<file path="src/rtl/athena_loader_pkg.sv">
// athena_loader_pkg
//   Shared types and constants for the Athena ioctl loader:
//   - region_e : ROM region identifiers (CPU1, CPU2, SND, SIDE, BACK, FRONT)
//   - state_e  : loader FSM states
//   - REG_BASE / REG_SIZE : byte layout of the index-0 ROM stream (MRA order)
//   - IDX_ROM / IDX_GAME / IDX_DIP : ioctl download indices
package athena_loader_pkg;

    localparam int NREG_PKG = 6;

    typedef enum logic [2:0] {
        REG_CPU1  = 3'd0,
        REG_CPU2  = 3'd1,
        REG_SND   = 3'd2,
        REG_SIDE  = 3'd3,
        REG_BACK  = 3'd4,
        REG_FRONT = 3'd5
    } region_e;

    typedef enum logic [1:0] {
        ST_IDLE  = 2'd0,
        ST_ISSUE = 2'd1,
        ST_FLUSH = 2'd2
    } state_e;

    // Regions are packed back to back in the index-0 stream.
    localparam logic [31:0] REG_BASE [NREG_PKG] = '{
        32'h0000_0000,  // CPU1
        32'h0001_0000,  // CPU2
        32'h0002_0000,  // SND
        32'h0003_0000,  // SIDE
        32'h0003_8000,  // BACK
        32'h0005_8000   // FRONT
    };

    localparam logic [31:0] REG_SIZE [NREG_PKG] = '{
        32'h0001_0000,  // CPU1  64 KiB
        32'h0001_0000,  // CPU2  64 KiB
        32'h0001_0000,  // SND   64 KiB
        32'h0000_8000,  // SIDE  32 KiB
        32'h0002_0000,  // BACK  128 KiB
        32'h0002_0000   // FRONT 128 KiB
    };

    localparam logic [7:0] IDX_ROM  = 8'd0;
    localparam logic [7:0] IDX_GAME = 8'd1;
    localparam logic [7:0] IDX_DIP  = 8'd254;

endpackage

</file>
<file path="src/rtl/athena_region_dec.sv">
// athena_region_dec
//   Combinational decode of an ioctl byte address against the package
//   region table. When several regions would match, the lowest-numbered
//   region wins.
//   Ports:
//     addr_i   : ioctl byte address
//     hit_o    : address falls inside one of the NREG regions
//     region_o : matching region number
//     laddr_o  : address relative to the region base
module athena_region_dec
    import athena_loader_pkg::*;
#(
    parameter int ADDR_W  = 25,
    parameter int RADDR_W = 18,
    parameter int NREG    = 6   // must not exceed NREG_PKG
) (
    input  logic [ADDR_W-1:0]  addr_i,
    output logic               hit_o,
    output logic [2:0]         region_o,
    output logic [RADDR_W-1:0] laddr_o
);

    logic [31:0] a32;

    always_comb begin
        a32      = 32'(addr_i);
        hit_o    = 1'b0;
        region_o = 3'd0;
        laddr_o  = '0;
        // Walk from the top down so the lowest matching region is the last
        // assignment and therefore takes priority.
        for (int i = NREG - 1; i >= 0; i--) begin
            if ((a32 >= REG_BASE[i]) && (a32 < (REG_BASE[i] + REG_SIZE[i]))) begin
                hit_o    = 1'b1;
                region_o = 3'(i);
                laddr_o  = RADDR_W'(a32 - REG_BASE[i]);
            end
        end
    end

endmodule

</file>
<file path="src/rtl/athena_ioctl_loader.sv">
// athena_ioctl_loader
//   Sequences the hps_io ioctl download stream into Athena storage:
//   index 0 bytes become ROM region writes (one outstanding, with ioctl_wait
//   backpressure), index 254 bytes fill the 64-bit DIP bank, and index 1
//   byte 0 sets the game id.
//   Optional feature macro: ATHENA_LOADER_CHECKSUM_EN adds rom_sum, a 16-bit
//   wrap-around sum of acknowledged ROM bytes.
//   Ports:
//     clk_sys, reset                 : clock, async active-high reset
//     ioctl_download/wr/index/addr/dout : hps_io download stream
//     ioctl_wait                     : backpressure while a ROM write is pending
//     rom_req/region/addr/data       : region write request, held until rom_ack
//     rom_ack                        : one-cycle write acknowledge
//     dsw                            : DIP bank (byte n = switch byte n)
//     game                           : game id
//     rom_loaded                     : index-0 download completed and drained
//     err_drop                       : sticky, a byte was lost
//     rom_sum (optional)             : checksum of acknowledged ROM bytes
module athena_ioctl_loader
    import athena_loader_pkg::*;
#(
    parameter int ADDR_W  = 25,
    parameter int RADDR_W = 18,
    parameter int NREG    = 6
) (
    input  logic               clk_sys,
    input  logic               reset,
    input  logic               ioctl_download,
    input  logic               ioctl_wr,
    input  logic [7:0]         ioctl_index,
    input  logic [ADDR_W-1:0]  ioctl_addr,
    input  logic [7:0]         ioctl_dout,
    output logic               ioctl_wait,
    output logic               rom_req,
    output logic [2:0]         rom_region,
    output logic [RADDR_W-1:0] rom_addr,
    output logic [7:0]         rom_data,
    input  logic               rom_ack,
    output logic [63:0]        dsw,
    output logic [7:0]         game,
    output logic               rom_loaded,
    output logic               err_drop
`ifdef ATHENA_LOADER_CHECKSUM_EN
    ,
    output logic [15:0]        rom_sum
`endif
);

    state_e               state_q;
    logic                 dl_q;
    logic                 req_q;
    logic                 wait_q;
    region_e              region_q;
    logic [RADDR_W-1:0]   raddr_q;
    logic [7:0]           data_q;
    logic [63:0]          dsw_q;
    logic [7:0]           game_q;
    logic                 loaded_q;
    logic                 err_q;
`ifdef ATHENA_LOADER_CHECKSUM_EN
    logic [15:0]          sum_q;
`endif

    logic                 dec_hit;
    logic [2:0]           dec_region;
    logic [RADDR_W-1:0]   dec_laddr;

    athena_region_dec #(
        .ADDR_W  (ADDR_W),
        .RADDR_W (RADDR_W),
        .NREG    (NREG)
    ) u_dec (
        .addr_i   (ioctl_addr),
        .hit_o    (dec_hit),
        .region_o (dec_region),
        .laddr_o  (dec_laddr)
    );

    logic idx_rom, dl_rise, dl_fall, rom_wr, dip_wr, game_wr;

    always_comb begin
        idx_rom = (ioctl_index == IDX_ROM);
        dl_rise = ioctl_download & ~dl_q;
        dl_fall = ~ioctl_download & dl_q;
        rom_wr  = ioctl_wr & idx_rom;
        dip_wr  = ioctl_wr & (ioctl_index == IDX_DIP) & (ioctl_addr[ADDR_W-1:3] == '0);
        game_wr = ioctl_wr & (ioctl_index == IDX_GAME) & (ioctl_addr == '0);
    end

    always_ff @(posedge clk_sys or posedge reset) begin
        if (reset) begin
            state_q  <= ST_IDLE;
            dl_q     <= 1'b0;
            req_q    <= 1'b0;
            wait_q   <= 1'b0;
            region_q <= REG_CPU1;
            raddr_q  <= '0;
            data_q   <= 8'h00;
            dsw_q    <= 64'hFFFF_FFFF_FFFF_FFFF;
            game_q   <= 8'h00;
            loaded_q <= 1'b0;
            err_q    <= 1'b0;
`ifdef ATHENA_LOADER_CHECKSUM_EN
            sum_q    <= 16'h0000;
`endif
        end else begin
            dl_q <= ioctl_download;

            // Start of a ROM download: forget the previous download's status.
            if (dl_rise && idx_rom) begin
                loaded_q <= 1'b0;
                err_q    <= 1'b0;
`ifdef ATHENA_LOADER_CHECKSUM_EN
                sum_q    <= 16'h0000;
`endif
            end

            if (dip_wr) begin
                dsw_q[{ioctl_addr[2:0], 3'b000} +: 8] <= ioctl_dout;
            end
            if (game_wr) begin
                game_q <= ioctl_dout;
            end

            case (state_q)
                ST_IDLE: begin
                    if (rom_wr) begin
                        if (dec_hit) begin
                            region_q <= region_e'(dec_region);
                            raddr_q  <= dec_laddr;
                            data_q   <= ioctl_dout;
                            req_q    <= 1'b1;
                            wait_q   <= 1'b1;
                            state_q  <= ST_ISSUE;
                        end else begin
                            err_q <= 1'b1;
                        end
                    end
                    if (dl_fall && idx_rom && !(rom_wr && dec_hit)) begin
                        loaded_q <= 1'b1;
                    end
                end
                ST_ISSUE: begin
                    // The single buffer is busy: any new ROM byte is lost,
                    // even one arriving alongside the ack.
                    if (rom_wr) begin
                        err_q <= 1'b1;
                    end
                    if (rom_ack) begin
                        req_q   <= 1'b0;
                        wait_q  <= 1'b0;
                        state_q <= ST_IDLE;
`ifdef ATHENA_LOADER_CHECKSUM_EN
                        if (!loaded_q) sum_q <= sum_q + {8'h00, data_q};
`endif
                        if (dl_fall && idx_rom) begin
                            loaded_q <= 1'b1;
                        end
                    end else if (dl_fall && idx_rom) begin
                        state_q <= ST_FLUSH;
                    end
                end
                ST_FLUSH: begin
                    if (rom_wr) begin
                        err_q <= 1'b1;
                    end
                    if (rom_ack) begin
                        req_q    <= 1'b0;
                        wait_q   <= 1'b0;
                        loaded_q <= 1'b1;
                        state_q  <= ST_IDLE;
`ifdef ATHENA_LOADER_CHECKSUM_EN
                        if (!loaded_q) sum_q <= sum_q + {8'h00, data_q};
`endif
                    end
                end
                default: begin
                    state_q <= ST_IDLE;
                end
            endcase
        end
    end

    assign ioctl_wait = wait_q;
    assign rom_req    = req_q;
    assign rom_region = region_q;
    assign rom_addr   = raddr_q;
    assign rom_data   = data_q;
    assign dsw        = dsw_q;
    assign game       = game_q;
    assign rom_loaded = loaded_q;
    assign err_drop   = err_q;
`ifdef ATHENA_LOADER_CHECKSUM_EN
    assign rom_sum    = sum_q;
`endif

endmodule

</file>
<file path="config.mk">
export PLATFORM = sky130hd
export DESIGN_NAME = athena_ioctl_loader
export DESIGN_NICKNAME = d
export VERILOG_FILES = /design/src/rtl/athena_loader_pkg.sv /design/src/rtl/athena_region_dec.sv /design/src/rtl/athena_ioctl_loader.sv
export SDC_FILE = /design/constraint.sdc
export NUM_CORES = 1
export LEC_CHECK = 0
export BUFFER_PORTS_ARGS = -buffer_cell sky130_fd_sc_hd__buf_2
export CAP_MARGIN = 20
export CORE_MARGIN = 8
export CORE_UTILIZATION = 53
export CTS_BUF_LIST = sky130_fd_sc_hd__clkbuf_2
export CTS_CLUSTER_SIZE = 30
export DETAILED_ROUTE_END_ITERATION = 7
export GPL_TIMING_DRIVEN = 0
export PLACE_DENSITY = 0.94
export SYNTH_ARGS = -nofsm -noshare
export SYNTH_HDL_FRONTEND = slang
export SYNTH_SLANG_ARGS = --single-unit
</file>
<file path="constraint.sdc">
create_clock -name clk_sys -period 3.7 [get_ports clk_sys]
set_input_delay 0.555 -clock clk_sys [delete_from_list [all_inputs] [get_ports clk_sys]]
set_output_delay 0.555 -clock clk_sys [all_outputs]
set_load 0.02 [all_outputs]
</file>
==> results.yml, run 1 <==
clock_tree:
  post_cts_resized: 0
  clkTransAtPathRegs_ps: 250
  cts-buffers-inserted: 9
  holdBufCountCts: 0
  clock_latency_ps: 520
  max-clock-path-buffers: 2
  cts_tree: "yes"
  ctsRootBufferMaster: "clkbuf_2"
  htreeDepth: 3
  clock_sinks: 107
  post_cts_buffers: 0
critical_path:
  critPathCaptureType: "register"
  required_ps: 4180
  worstRegToRegCells: 6
  arrival_ps: 3310
  critPathKind: "input port to register"
  critPathMaxFanout: 9
  r2r_setup_slack_ps: 1580
  setup.worst_path.start_class: "input port"
timing:
  fin_skew_ps: 22.17
  hold_viol_final: 0
  finalSetupViolations: 0
  min_period_ps: 2836
  grt_setup_unrepaired: "no"
  timing.final.max_slew_violations: 0
  fin_tns_setup_ps: 0
  relSlewSlack_pct: 29.67
  fmax_mhz: 352.6
  fin_ws_ps: 863.7
  tightest_slew_ps: 1040
  min_period_over_period_pct: 76.66
floorplan:
  rows: 35
  die_h_um: 111.6
  die_x_um: 111.6
  core_region_area_sq_mm: 0.009065
  initial_core_util_pct: 53.42
  die_area_sq_mm: 0.01245
  io_pins: 151
synth:
  syn_nets: 412
  ys_seq_area_share_pct: 56.95
  synth_top_family_by_area: "multiplexers"
  synth.most_common_cell: "mux2_2"
  synth_commonest_cells: "mux2_2 (91), dfstp_2 (64), dfrtp_1 (43)"
  yosys_warnings: 0
  synth_top_area_share_pct: 34.73
  yosysUniqueCellTypes: 45
  syn_area_per_cell_sq_um: 13.56
  synth_edf_count: 0
  ys_async_sr_fraction_pct: 100.0
  synth_compound_area_share_pct: 3.411
  synthAdderAreaFrac_pct: 2.326
  yosys.area_share.simple_pct: 12.17
  synthFlopType: "dfstp_2"
  synth_area_sq_mm: 0.004842
  synth_top_area_cell: "dfstp_2"
  ys_ff_latch: 107
  synth_mux_area_share_pct: 21.83
  netlist_instances: 357
  synth_xor_area_share_pct: 0.1809
  synthTopCellsByArea: "dfstp_2 (35%), dfrtp_1 (22%), mux2_2 (21%)"
status:
  status: "complete, no violations"
grt:
  grt_antenna_before_repair: 1
  grt_overflow: 0
  grt_first_pass_wirelength_mm: 19.41
  grt_max_degree: 64
  grt_usage_pct: 19.31
  first_global_vias: 3742
route:
  ant_nets: 0
  dr.pass1.iters: 4
  wl_met1_mm: 4.948
  wire_per_inst_um: 18.88
  met2_length_mm: 6.171
  drcViolationCount: 0
  wl_met3_um: 681
  vias_per_cell: 5.518
  dr_total_vias: 3504
  drtIter0Drc: 150
  drt_wl_total_mm: 11.99
  top_layer_used: "met4"
power_and_ir_drop:
  p_per_area_mw_per_mm2: 316.6
  power_mw: 1.863
  ir_worst_vdd_uv: 236.9
  power_leakage_nw: 3.118
min_path:
  hp-class: "input port to asynchronous set/reset pin"
cells_and_area:
  drive_gt1_share_pct: 64.82
  area.growth.synth_to_final_pct: 21.50
  utilization_pct: 64.90
  fin_nets: 573
run:
  drv_cap: 0
place:
  gp_congestion: 0.8737
  port_buffers: 149
  dp_slack_ps: 357.2
  dp_hpwl_mm: 9.175
critical path: stages:
cell,delay [ps]
buf_2,130
inv_1,80
ha_1,250
ha_1,290
clkbuf_1,390
nor4b_1,900
and2_1,230
buf_4,150
mux2_2,330
sequential cells by signal, indices dropped and copies added, names as in the netlist:
name	count
dsw	64
rom_addr	18
game	8
rom_data	8
rom_region	3
state_q	2
dl_q	1
err_drop	1
ioctl_wait	1
rom_loaded	1
routing by layer:
metal / global-route usage, % / up-vias
met5: 0 / -
met4: 6.563 / 0
met3: 4.816 / 14
met2: 33.90 / 130
met1: 22.49 / 1756
li1: - / 1604
power breakdown:
part,leakage [nW],switching [mW],internal [mW]
Sequential,1.23,0.00160,1.18
Combinational,1.81,0.0910,0.0434
Clock,0.0767,0.380,0.167
metrics by stage:
stage / cell area, sq um / cells / hold slack (ps)
2_1_floorplan: 4842 / 357 / 512.3
3_3_place_gp: 5727 / 617 / 472.4
3_5_place_dp: 5757 / 618 / 482.7
4_1_cts: 5881 / 634 / 16.07
5_1_grt: 5883 / 635 / 18.21
6_report: 5883 / 635 / 51.60
cell families (layout without fill, tap and decap cells):
kind of cell | after synthesis | after routing
fa+ha+maj | 9 | 9
compound gates | 27 | 27
other cells | 0 | 1
mux | 94 | 94
flops | 107 | 107
xor+xnor | 1 | 1
simple gates | 85 | 85
buf+inv | 34 | 200
layout by cell type (no fill, tap or decap), types with 5 or more instances in the layout:
cell type and n:
nor2b_1 10, o21ai_0 13, nand4_1 6, dfrtp_1 43, nor2_1 8, and2_1 5, buf_2 156, clkbuf_1 5
nand3_1 10, mux2_2 91, a21oi_1 5, and3_1 5, inv_1 18, nand2_1 11, clkbuf_2 10, dfstp_2 64
ha_1 9
final timing paths:
path                                      from      endpoint
worst max register to register      state_q[0]   rom_data[5]
max in group asynchronous                reset        dsw[3]
worst min register to register         dsw[24]       dsw[24]
worst max-delay path             ioctl_addr[0]       dsw[28]
min in group clk_sys            ioctl_download          dl_q
worst min-delay path                     reset  rom_addr[17]
final cells by class:
| type | instances | area, sq um |
|---|---|---|
| Timing Repair Buffer | 150 | 773.2 |
| Sequential cell | 107 | 2758 |
| Inverter | 19 | 73.82 |
| Buffer | 15 | 80.08 |
| Antenna cell | 1 | 2.502 |
| Clock buffer | 10 | 50.05 |
| Multi-Input combinational cell | 216 | 1933 |
| Tap cell | 111 | 138.9 |
| Clock inverter | 6 | 73.82 |
| Fill cell | 688 | 3182 |
(Power assumes the default switching activity.)
==> run 2: changes to the inputs <==
--- a/config.mk
+++ b/config.mk
@@ -8,12 +8,12 @@
 export BUFFER_PORTS_ARGS = -buffer_cell sky130_fd_sc_hd__buf_2
 export CAP_MARGIN = 20
 export CORE_MARGIN = 8
-export CORE_UTILIZATION = 53
+export CORE_UTILIZATION = 48
 export CTS_BUF_LIST = sky130_fd_sc_hd__clkbuf_2
 export CTS_CLUSTER_SIZE = 30
 export DETAILED_ROUTE_END_ITERATION = 7
 export GPL_TIMING_DRIVEN = 0
-export PLACE_DENSITY = 0.94
+export PLACE_DENSITY = 0.91
 export SYNTH_ARGS = -nofsm -noshare
 export SYNTH_HDL_FRONTEND = slang
 export SYNTH_SLANG_ARGS = --single-unit
==> constraint.sdc (replaced) <==
create_clock -name clk_sys -period 2.6 [get_ports clk_sys]
set_input_delay 0.39 -clock clk_sys [delete_from_list [all_inputs] [get_ports clk_sys]]
set_output_delay 0.39 -clock clk_sys [all_outputs]
set_load 0.02 [all_outputs]
==> results.yml, run 2 (same netlist as run 1, synthesis figures left out) <==
critical_path:
  critical-path-top-delay-family: "simple AND/OR/NAND/NOR gates"
  setup.worst_path.start_class: "input port"
  path_cells: "dlygate4sd3_1, buf_2, nor4_1, nand4_1, nor4_4, buf_6, and2_1, buf_4, mux2_2"
  critPathMaxFanout: 10
  critPathKind: "input port to register"
  crit_buf_inv: 4
  slowest_stage: "dlygate4sd3_1"
  arrival_ps: 3030
  critPathCaptureType: "register"
  required_ps: 3100
  slowest_delay_ps: 540
cells_and_area:
  layout_commonest_cell: "buf_2"
  fin_area_sq_mm: 0.006007
  largest_reg_flops: 64
  drive_gt1_share_pct: 63.98
  fin_nets: 583
  final_cell_mix: "buf_2 (156), mux2_2 (91), dfstp_2 (64), dfrtp_1 (43), inv_1 (18)"
  area.growth.synth_to_final_pct: 24.06
place:
  dp_hpwl_mm: 9.900
  port_buffers: 149
  place_area_sq_mm: 0.005798
  dp_slack_ps: -663.5
  gp_congestion: 0.9121
timing:
  fin_ws_ps: 70.67
  fin_skew_ps: 18.15
  fmax_mhz: 395.4
  min_period_over_period_pct: 97.28
  tightest_slew_ps: 784.3
  finalSetupViolations: 0
  hold_viol_final: 0
  relSlewSlack_pct: 47.40
  timing.final.max_slew_violations: 0
  hold_ws_ps: 62.96
  fin_tns_setup_ps: 0
  min_period_ps: 2529
floorplan:
  initial_core_util_pct: 49.54
  io_pins: 151
  die_area_sq_mm: 0.01356
  die_h_um: 116.4
  core_region_area_sq_mm: 0.009774
  rows: 36
  die_x_um: 116.4
clock_tree:
  max-clock-path-buffers: 2
  cts_tree: "yes"
  ctsRootBufferMaster: "clkbuf_2"
  clock_sinks: 107
  post_cts_buffers: 0
  clkTransAtPathRegs_ps: 260
  htreeDepth: 3
  cts-buffers-inserted: 9
  clock_latency_ps: 540
route:
  dr_total_vias: 3548
  vias_per_cell: 5.319
  dr.pass1.iters: 4
  ant_nets: 0
  drtIter0Drc: 101
  wire_per_inst_um: 19.39
  drcViolationCount: 0
  drt_wl_total_mm: 12.93
power_and_ir_drop:
  p_per_area_mw_per_mm2: 440.8
  power_mw: 2.648
  ir_worst_vdd_uv: 295.9
  power_leakage_nw: 3.159
grt:
  grt_overflow: 0
  grt_usage_pct: 19.58
  first_global_vias: 3995
  grt_max_degree: 43
  grt_antenna_before_repair: 1
  grt_first_pass_wirelength_mm: 20.27
min_path:
  hp-class: "input port to register"
status:
  status: "complete, no violations"
run:
  drv_cap: 0
==> run 2: cell count changes in the layout (fill, tap and decap cells not counted) <==
| cell | before | now |
|---|---|---|
| buf_12 | 0 | 2 |
| clkbuf_2 | 10 | 12 |
| clkinvlp_4 | 0 | 1 |
| buf_16 | 1 | 0 |
| dlygate4sd3_1 | 0 | 9 |
| nor4b_2 | 0 | 1 |
| nor4b_1 | 2 | 1 |
| clkinv_2 | 0 | 1 |
| inv_6 | 1 | 0 |
| clkinv_4 | 4 | 1 |
==> run 2: path summary, 6_finish.rpt <==
kind	slack, ps	depth (start not counted)	start	to
setup / recovery	70	9	ioctl_addr[3]	dsw[31]
hold reg to reg	510	2	dsw[25]	dsw[25]
setup reg to reg	430	6	state_q[0]	rom_addr[3]
max in group asynchronous	1550	4	reset	dsw[22]
hold / removal	60	2	ioctl_addr[11]	rom_addr[11]
min in group asynchronous	400	3	reset	rom_data[7]
==> run 2: layout make-up <==
cell class | instances | area [sq um]
buffer | 15 | 80.08
sequential | 107 | 2758
multi-input combinational | 216 | 1939
timing repair buffer | 160 | 875.8
fill | 785 | 3767
antenna | 1 | 2.502
inverter | 19 | 75.07
clock buffer | 12 | 60.06
clock inverter | 4 | 50.05
tap | 133 | 166.4
==> run 2: power breakdown <==
group	internal [mW]	switching [mW]	leakage, nW
Clock	0.236	0.524	0.0765
Sequential	1.68	0.00177	1.23
Combinational	0.0731	0.136	1.85
Total	1.99	0.661	3.16
==> run 2: stage by stage <==
stage / instances / util, %
5_1_grt: 667 / 61.46
4_1_cts: 659 / 60.65
3_3_place_gp: 639 / 58.91
6_report: 667 / 61.46
3_5_place_dp: 641 / 59.32
2_1_floorplan: 357 / -
==> run 2: per-layer routing <==
metal | GRT usage [%] | wire length, um | vias to the layer above
li1 | - | - | 1612
met1 | 22.43 | 5065 | 1760
met2 | 32.24 | 6391 | 138
met3 | 5.481 | 953 | 38
met4 | 11.41 | 522 | 0
met5 | 0 | 0 | -
==> run 2: timing repair <==
item                                    in CTS  in global routing
endpoints found under the setup margin       0                  3
hold buffers                                 2                  7
endpoints found under the hold margin        9                  7
resized for setup                            0                  1
==> run 3: changes to the inputs <==
--- a/config.mk
+++ b/config.mk
@@ -7,8 +7,10 @@
 export LEC_CHECK = 0
 export BUFFER_PORTS_ARGS = -buffer_cell sky130_fd_sc_hd__buf_2
 export CAP_MARGIN = 20
+export CELL_PAD_IN_SITES_DETAIL_PLACEMENT = 0
+export CELL_PAD_IN_SITES_GLOBAL_PLACEMENT = 1
 export CORE_MARGIN = 8
-export CORE_UTILIZATION = 48
+export CORE_UTILIZATION = 38
 export CTS_BUF_LIST = sky130_fd_sc_hd__clkbuf_2
 export CTS_CLUSTER_SIZE = 30
 export DETAILED_ROUTE_END_ITERATION = 7
==> results.yml, run 3 (same netlist as run 1, synthesis figures left out) <==
clock_tree:
  clkTransAtPathRegs_ps: 260
  max-clock-path-buffers: 2
  clock_sinks: 107
  post_cts_buffers: 0
  ctsRootBufferMaster: "clkbuf_2"
  cts_tree: "yes"
  cts-buffers-inserted: 9
  htreeDepth: 3
  clock_latency_ps: 560
place:
  place_area_sq_mm: 0.005847
  dp_hpwl_mm: 9.938
  port_buffers: 149
  gp_congestion: 0.8664
timing:
  timing.final.max_slew_violations: 0
  hold_viol_final: 0
  tightest_slew_ps: 818.2
  relSlewSlack_pct: 45.34
  min_period_ps: 2576
  fin_skew_ps: 14.96
  fmax_mhz: 388.2
  min_period_over_period_pct: 99.07
  finalSetupViolations: 0
  grt_setup_unrepaired: "no"
cells_and_area:
  fin_area_sq_mm: 0.006100
  drive_gt1_share_pct: 62.64
  largest_reg_flops: 64
  utilization_pct: 48.73
  layout_commonest_cell: "buf_2"
  area.growth.synth_to_final_pct: 25.97
  final_cell_mix: "buf_2 (156), mux2_2 (91), dfstp_2 (64), dfrtp_1 (43), inv_1 (18)"
  fin_nets: 588
floorplan:
  die_h_um: 128.9
  rows: 41
  die_x_um: 128.9
  die_area_sq_mm: 0.01661
  io_pins: 151
  initial_core_util_pct: 38.68
  core_region_area_sq_mm: 0.01252
route:
  vias_per_cell: 4.983
  drt_wl_total_mm: 12.89
  dr_total_vias: 3543
  drtIter0Drc: 135
  ant_nets: 0
  wire_per_inst_um: 18.12
  dr.pass1.iters: 4
  drcViolationCount: 0
run:
  drv_cap: 0
grt:
  grt_overflow: 0
  first_global_vias: 3878
  grt_usage_pct: 16.10
  grt_antenna_before_repair: 1
  grt_first_pass_wirelength_mm: 20.70
  grt_max_degree: 41
power_and_ir_drop:
  power_leakage_nw: 3.170
  ir_worst_vdd_uv: 277.4
  p_per_area_mw_per_mm2: 432.0
  power_mw: 2.635
critical_path:
  critPathKind: "input port to register"
  required_ps: 3120
  setup.worst_path.start_class: "input port"
  critPathMaxFanout: 10
  critPathCaptureType: "register"
  arrival_ps: 3100
status:
  status: "complete, no violations"
min_path:
  hp-class: "input port to register"
-- run 3: per-layer routing --
layer,share of wire [%],global-route usage (%),wire length [um],vias to the layer above
li1,-,-,-,1628
met1,41,18.73,5335,1803
met2,49,26.88,6359,93
met3,6.7,4.717,869,19
met4,2.5,7.464,320,0
met5,0,0,0,-
-- run 3: area by class of cell --
| class | count | area, sq um |
|---|---|---|
| inverters | 19 | 75.07 |
| plain buffers | 15 | 80.08 |
| multi-input cells | 216 | 1939 |
| fillers | 1179 | 6417 |
| clock inverters | 6 | 53.80 |
| diodes | 1 | 2.502 |
| clock buffers | 10 | 50.05 |
| flip-flops and latches | 107 | 2758 |
| repair buffers | 165 | 925.9 |
| well taps | 172 | 215.2 |
-- run 3: final timing paths --
kind,start,to,slack (ps),cells after the start
max,ioctl_addr[3],dsw[28],20,9
min,ioctl_addr[1],rom_addr[1],100,2
max reg2reg,state_q[0],rom_addr[13],490,6
min reg2reg,dsw[25],dsw[25],500,2
max in group asynchronous,reset,dsw[27],1390,4
min in group asynchronous,reset,rom_data[7],480,3
-- run 3: per-stage QoR --
step	std cells	worst slack, ps	setup TNS (ps)	hold slack, ps
after global placement	678	-605.1	-18530	469.5
after detailed placement	680	-692.3	-20830	478.9
after global routing	711	32.48	0	44.38
after floorplan	357	45.63	0	421.4
final	711	24.19	0	98.17
after CTS	710	85.92	0	26.93
-- run 3: report_power, final --
part           switching [mW]  total (mW)  internal [mW]
combinational           0.136       0.214         0.0779
sequential            0.00209        1.68           1.68
clock                   0.524       0.741          0.218
total                   0.662        2.64           1.97
-- run 3: timing repair --
action	4_1_cts	5_1_grt
hold buffers	14	0
hold endpoints to repair	35	0
gates resized for setup	1	0
setup endpoints to repair	1	0
-- run 3: critical path, cell delays in order --
cell	delay, ps
dlygate4sd3_1	530
buf_2	130
nor4_1	410
nand4_1	350
nor4_4	420
buf_6	230
and2_1	150
buf_4	150
mux2_2	340
